$ cat src/rtl/o8_bus_arbiter.sv
// Two-master round-robin arbiter for the o8 memory bus (m0 = CPU, m1 = DMA/loader).
// Optional ack/err watchdog in the granted state: define O8_ARB_TIMEOUT_EN.
module o8_bus_arbiter #(
    parameter int ADDR_W  = 16,
    parameter int DATA_W  = 8,
    parameter int TIMEOUT = 15
) (
    input  logic              clk_i,
    input  logic              rst_i,
    input  logic [ADDR_W-1:0] m0_addr_i,
    input  logic [DATA_W-1:0] m0_data_i,
    input  logic              m0_rd_i,
    input  logic              m0_wr_i,
    output logic [DATA_W-1:0] m0_data_o,
    output logic              m0_ack_o,
    output logic              m0_err_o,
    input  logic [ADDR_W-1:0] m1_addr_i,
    input  logic [DATA_W-1:0] m1_data_i,
    input  logic              m1_rd_i,
    input  logic              m1_wr_i,
    output logic [DATA_W-1:0] m1_data_o,
    output logic              m1_ack_o,
    output logic              m1_err_o,
    output logic [ADDR_W-1:0] s_addr_o,
    output logic [DATA_W-1:0] s_data_o,
    input  logic [DATA_W-1:0] s_data_i,
    output logic              s_rd_o,
    output logic              s_wr_o,
    input  logic              s_ack_i,
    input  logic              s_err_i,
    output logic [1:0]        gnt_o
);
    typedef enum logic [1:0] {IDLE = 2'd0, GNT0 = 2'd1, GNT1 = 2'd2} state_t;

    state_t             r_state, w_next;
    logic               r_last, w_last_nxt;   // 1: m1 was served last
    logic               w_sel;
    logic               w_rd, w_wr, w_req, w_viol, w_rsp, w_tmo;
    logic               w_ack, w_err;
    logic [ADDR_W-1:0]  w_addr;
    logic [DATA_W-1:0]  w_data;

    always_comb begin
        w_sel  = (r_state == GNT1);
        w_rd   = w_sel ? m1_rd_i   : m0_rd_i;
        w_wr   = w_sel ? m1_wr_i   : m0_wr_i;
        w_addr = w_sel ? m1_addr_i : m0_addr_i;
        w_data = w_sel ? m1_data_i : m0_data_i;
    end

    assign w_req  = w_rd | w_wr;
    assign w_viol = w_rd & w_wr;
    assign w_rsp  = s_ack_i | s_err_i;

`ifdef O8_ARB_TIMEOUT_EN
    localparam int CNT_W = (TIMEOUT < 16) ? 4 : $clog2(TIMEOUT + 1);
    logic [CNT_W-1:0] r_cnt;

    // Counts silent granted cycles; IDLE always precedes a grant, so clearing there covers entry.
    always_ff @(posedge clk_i) begin
        if (!rst_i || r_state == IDLE) r_cnt <= '0;
        else if (!w_rsp)               r_cnt <= r_cnt + 1'b1;
    end

    assign w_tmo = (r_state != IDLE) && (r_cnt == CNT_W'(TIMEOUT)) && !w_rsp;
`else
    logic w_unused_timeout;
    assign w_unused_timeout = (TIMEOUT > 0);
    assign w_tmo = 1'b0;
`endif

    always_comb begin
        s_addr_o  = '0;
        s_data_o  = '0;
        s_rd_o    = 1'b0;
        s_wr_o    = 1'b0;
        gnt_o     = 2'b00;
        m0_data_o = '0;
        m1_data_o = '0;
        w_ack     = 1'b0;
        w_err     = 1'b0;
        if (r_state != IDLE) begin
            s_addr_o  = w_addr;
            s_data_o  = w_data;
            gnt_o     = w_sel ? 2'b10 : 2'b01;
            m0_data_o = s_data_i;
            m1_data_o = s_data_i;
            if (w_req && !w_viol && !w_tmo) begin
                s_rd_o = w_rd;
                s_wr_o = w_wr;
            end
            // err dominates a simultaneous ack
            w_err = w_req && (w_viol || s_err_i || w_tmo);
            w_ack = w_req && !w_viol && s_ack_i && !s_err_i;
        end
        m0_ack_o = w_ack & ~w_sel;
        m0_err_o = w_err & ~w_sel;
        m1_ack_o = w_ack &  w_sel;
        m1_err_o = w_err &  w_sel;
    end

    always_comb begin
        w_next     = r_state;
        w_last_nxt = r_last;
        case (r_state)
            IDLE: begin
                if ((m0_rd_i | m0_wr_i) && (m1_rd_i | m1_wr_i)) w_next = r_last ? GNT0 : GNT1;
                else if (m0_rd_i | m0_wr_i)                     w_next = GNT0;
                else if (m1_rd_i | m1_wr_i)                     w_next = GNT1;
            end
            default: begin
                if (!w_req) begin
                    w_next = IDLE;
                end else if (w_viol || w_rsp || w_tmo) begin
                    w_next     = IDLE;
                    w_last_nxt = w_sel;
                end
            end
        endcase
    end

    always_ff @(posedge clk_i) begin
        if (!rst_i) begin
            r_state <= IDLE;
            r_last  <= 1'b1;
        end else begin
            r_state <= w_next;
            r_last  <= w_last_nxt;
        end
    end
endmodule

$ cat config.mk
export PLATFORM = sky130hd
export DESIGN_NAME = o8_bus_arbiter
export DESIGN_NICKNAME = d
export VERILOG_FILES = /design/src/rtl/o8_bus_arbiter.sv
export SDC_FILE = /design/constraint.sdc
export NUM_CORES = 1
export LEC_CHECK = 0
export ABC_AREA = 1
export BUFFER_PORTS_ARGS = -buffer_cell sky130_fd_sc_hd__buf_2
export CORE_ASPECT_RATIO = 1.2
export CORE_MARGIN = 2
export CORE_UTILIZATION = 31
export CTS_CLUSTER_DIAMETER = 100
export DETAILED_ROUTE_END_ITERATION = 10
export PLACE_DENSITY_LB_ADDON = 0.1
export SLEW_MARGIN = 40
export SYNTH_ARGS = -nofsm -noshare
export SYNTH_HDL_FRONTEND = slang
export SYNTH_SLANG_ARGS = --single-unit
$ cat constraint.sdc
create_clock -name clk_i -period 2.9 [get_ports clk_i]
set_clock_uncertainty 0.2 [all_clocks]
set_input_delay 0.145 -clock clk_i [delete_from_list [all_inputs] [get_ports clk_i]]
set_output_delay 0.145 -clock clk_i [all_outputs]
set_load 0.03 [all_outputs]
**Word-level counts from Yosys, hierarchy flattened**

Cells that the tools add are included.

- Multipliers: 0
- Bitwise gates (word level): 11
- Shifts and indexed selects: 0
- Divide/modulo/power cells: 0
- Magnitude comparators: 0
- Mux-type cells: 22
- Add/subtract/negate cells: 0
- Reduce and logical (&&, ||, !) cells: 13
- Equal/unequal tests: 3

Operators by type and width:

| kind | number |
|---|---|
| $mux W16 | 2 |
| $mux W8 | 3 |
| $mux W2 | 9 |
| $mux W1 | 8 |
| $and A1 B1 Y1 | 5 |
| $logic_and A1 B1 Y1 | 5 |
| $ne A4 B4 Y1 const B | 1 |
| $or A1 B1 Y1 | 4 |
| $ne A3 B1 Y1 const B | 1 |
| $reduce_and A3 Y1 | 1 |
| $eq A2 B2 Y1 const B | 1 |
| $logic_not A1 Y1 | 2 |
| $logic_not A2 Y1 | 1 |
| $logic_or A1 B1 Y1 | 2 |
| $not A1 Y1 | 2 |
| $reduce_and A2 Y1 | 1 |
| $reduce_bool A2 Y1 | 1 |

- Bits in read-only memories: 0
- Memories kept: 0
- Word-level logic and storage cells: 51
- Memory bits (writable): 0
- Bits in registers: 3
- Latch bits: 0
- Output and inout port bits: 48

**Logic depth before layout (Yosys ltp)**

- Word-level depth: 9
- Mapped depth: 15

**Worst setup path before layout**

No wires, ideal clock.

- Path type: flip-flop to output port
- From: register r_state[0]
- To: output port m0_err_o
- Arrival time: 2137 ps
- Required time: 2555 ps
- Cell stages (with the launch flop): 9
- Path slack: 418 ps
- Cell sequence: dfxtp_1 buf_6 nor2_4 buf_6 inv_2 o21ai_2 inv_1 ha_1 nor4_1

- Longest elaborated chain between the ends: 7

Ends and longest elaborated chain:

| element | line | text |
|---|---|---|
| start, declared | 35 | `state_t r_state, w_next;` |
| start signal, assigned | 127 | `r_state <= w_next;` |
| $eq A2 B2 Y1 | 44 | `w_sel = (r_state == GNT1);` |
| $mux W1 (on tied branches) | 45, 46 |  |
| $and A1 B1 Y1 | 52 | `assign w_viol = w_rd & w_wr;` |
| $logic_or A1 B1 Y1 | 93 | `w_err = w_req && (w_viol \|\| s_err_i \|\| w_tmo);` |
| $logic_and A1 B1 Y1 | 93 |  |
| $mux W1 | 82 | `if (r_state != IDLE) begin` |
| $and A1 B1 Y1 (*) | 97 | `m0_err_o = w_err & ~w_sel;` |
| end, declared | 16 | `output logic m0_err_o,` |

Every way passes the cells marked *; elsewhere a longest branch is shown, timed or not.

**Worst setup path in the final report**

- From: register r_state[1]
- To: output port m0_ack_o

- Longest elaborated chain between the ends: 9

Ends and longest elaborated chain:

| element | line | text |
|---|---|---|
| $eq A2 B2 Y1 | 44 |  |
| $mux W1 (on tied branches) | 45, 46 |  |
| $and A1 B1 Y1 | 52 |  |
| $logic_not A1 Y1 | 94 | `w_ack = w_req && !w_viol && s_ack_i && !s_err_i;` |
| $logic_and A1 B1 Y1 (3 in series) | 94 |  |
| $mux W1 | 82 |  |
| $and A1 B1 Y1 (*) | 96 | `m0_ack_o = w_ack & ~w_sel;` |
| end, declared | 15 | `output logic m0_ack_o,` |

Marked as above.

==> impl_metrics.py <==
metrics = {
    "logic_synthesis": {
        "ys.flop_type": "dfxtp_1",
        "synth_edf_count": 0,
        "syn_nets": 182,
        "ys_ff_latch": 3,
        "synth.area.top_cells": "a22o_1 (29%), nor2_1 (11%), inv_1 (9.7%)",
        "syn_area_um2": 733,
        "yosysSeqAreaShare_pct": 8.19,
        "synthArstFlopShare_pct": 0,
        "yosysTopAreaCell": "a22o_1",
        "yosysUniqueCellTypes": 20,
        "yosysMostFrequentCell": "a22o_1",
        "postSynthAreaPerCell_um2": 6.43,
        "synth_top_area_share_pct": 28.7,
        "syn_inst": 114,
        "synth_commonest_cells": "a22o_1 (24), nor2_1 (21), inv_1 (19)",
        "yosys_warnings": 0,
    },
    "setup_path": {
        "crit_type": "reg2out",
        "timing.rr.start": "r_state[1]",
        "ff2ff_path_depth": 14,
        "r2r_slack_ps": 960,
        "required_ps": 2560,
        "critPathMaxFanout": 3,
        "worstSetupStartpoint": "r_state[1]",
        "startpoint_type": "flop",
        "critPathCapture": "m0_ack_o",
        "rr_endpoint": "r_state[1]",
        "critical_path_arrival_ps": 1870,
        "end_kind": "output port",
    },
    "clocking": {
        "tritoncts": "done",
        "cts_buffers": 3,
        "htree_levels": 1,
        "clk_path_buf_depth": 2,
        "cts_root_buffer": "clkbuf_4",
        "clkSlewWorstSetupHoldPaths_ps": 40,
        "insertion_delay_ps": 230,
        "clock_sinks": 3,
        "cts_setup_buffers": 0,
    },
    "timing": {
        "drv_slew": 0,
        "setup_viol": 0,
        "max-slew-margin-rel_pct": 76.5,
        "post-route-min-period_ps": 2220,
        "max_clock_freq_mhz": 451,
        "worst_pin_slew_ps": 351,
        "rsz0062_at_grt": "false",
        "final_hold_viol_count": 0,
        "tns_ps": 0,
        "period_share_pct": 76.4,
    },
    "floorplan": {
        "die-height_um": 57.3,
        "dieArea_mm2": 0.00277,
        "start_util_pct": 32.5,
        "fp-row-count": 19,
        "fp.coreArea_mm2": 0.00226,
        "die_w_um": 48.4,
        "top_level_ports": 112,
    },
    "global_routing": {
        "met1_usage_pct": 20.7,
        "top_usage_layer": "met2",
        "grt_use_met2_pct": 38.7,
        "grt_max_degree": 29,
        "grt.total_usage_pct": 19.4,
        "grt_pass1_wl_um": 4490,
        "antenna_found_initial": 0,
        "grt_pass1_vias": 1081,
        "use_met3_pct": 3.14,
        "overflow": 0,
    },
    "power": {
        "p_total_mw": 0.609,
        "power_density_mw_per_mm2": 485,
        "ir_drop_v": 0.000257,
        "leakage_nw": 0.855,
    },
    "placed_design": {
        "dp_hpwl_um": 2330,
        "place.gp.congestion": 0.859,
        "port_buffers": 111,
    },
    "finish": {
        "syn2layout_area_growth_pct": 71.2,
        "antenna_cells": 0,
        "drive_gt1_share_pct": 57.7,
        "layout.nets": 284,
    },
    "drt": {
        "drc": 0,
        "num_vias": 1094,
        "routed_wirelength_um": 2800,
        "via_per_inst": 4.45,
        "drtPass1Iterations": 4,
        "drtIter0Drc": 15,
        "wl_per_cell_um": 11.4,
        "ant_nets": 0,
    },
    "run": {
        "maxCapViolCount": 0,
    },
    "min_path": {
        "hold_path_class": "in2reg",
    },
    "run_status": {
        "status": "completed",
    },
}
-- where the power goes --
group / internal, mW / switching [mW] / total (mW) / leakage (nW)
clock network: 0.0515 / 0.0209 / 0.0725 / 0.0150
registers: 0.0482 / 0.00568 / 0.0539 / 0.0248
logic: 0.156 / 0.326 / 0.483 / 0.815
-- logic make-up (layout without fill, tap and decap cells) --
logic type / after synthesis / count (layout) / synth area share [%]
compound gates: 29 / 29 / 33.1
flops: 3 / 3 / 8.19
buf+inv: 38 / 139 / 27.6
fa+ha+maj: 4 / 4 / 6.83
simple gates: 40 / 40 / 24.2
-- layer usage --
layer	up-vias	wire length, um
li1	568	-
met1	466	1030
met2	58	1500
met3	2	252
met4	0	17
met5	-	0
-- through the flow --
stage | hold slack (ps) | worst slack, ps | util (%) | cell area, um2 | instances
floorplan | 65.4 | 418 | - | 733 | 114
CTS | 28.1 | 668 | 55.6 | 1250 | 246
finish | 27.0 | 684 | 55.6 | 1250 | 246
global route | 65.0 | 493 | 55.6 | 1250 | 246
global placement | 190 | 977 | 54.0 | 1220 | 241
detailed placement | 196 | 925 | 54.0 | 1220 | 241
-- final cells by class --
class | count | area [um2]
flip-flops and latches | 3 | 60.1
multi-input cells | 73 | 470
repair buffers | 114 | 581
clock buffers | 4 | 26.3
inverters | 21 | 78.8
well taps | 31 | 38.8
fillers | 233 | 1000
-- registers in the layout, summed over array words and instances (netlist names) --
register  cells
r_state       2
r_last        1
-- placed cells by master (no fill, tap or decap), drive strengths merged --
cell type	n
buf	113
a22o	24
nor2	24
inv	21
nand2	10
ha	4
clkbuf	4
nand3	3
dfxtp	3
o21ai	3
a21oi	2
or2	1
nor3	1
nor4	1
dlygate4sd3	1
-- what timing repair did --
item                                   in CTS  in global routing
endpoints found under the hold margin       2                  0
setup endpoints to repair                   0                  0
hold buffers                                1                  0
resized for setup                           0                  0
-- worst min path at each step --
stage / startpoint / cells past startpoint / slack [ps] / end
2_1_floorplan: rst_i / 2 / 70 / r_state[1]
3_3_place_gp: rst_i / 3 / 190 / r_state[1]
3_5_place_dp: rst_i / 3 / 200 / r_state[1]
4_1_cts: s_ack_i / 4 / 30 / r_state[0]
5_1_grt: s_ack_i / 4 / 70 / r_state[0]
6_report: s_ack_i / 4 / 30 / r_state[0]
-- worst max-delay path, cell delays in order (launching register included) --
cell	delay [ps]
dfxtp_1	330
inv_2	80
nor2_4	40
or2_2	280
o21ai_2	90
ha_1	260
nor2_1	120
nand2_1	90
nor3_1	130
buf_2	220
Power figures use the tool's default switching activity.
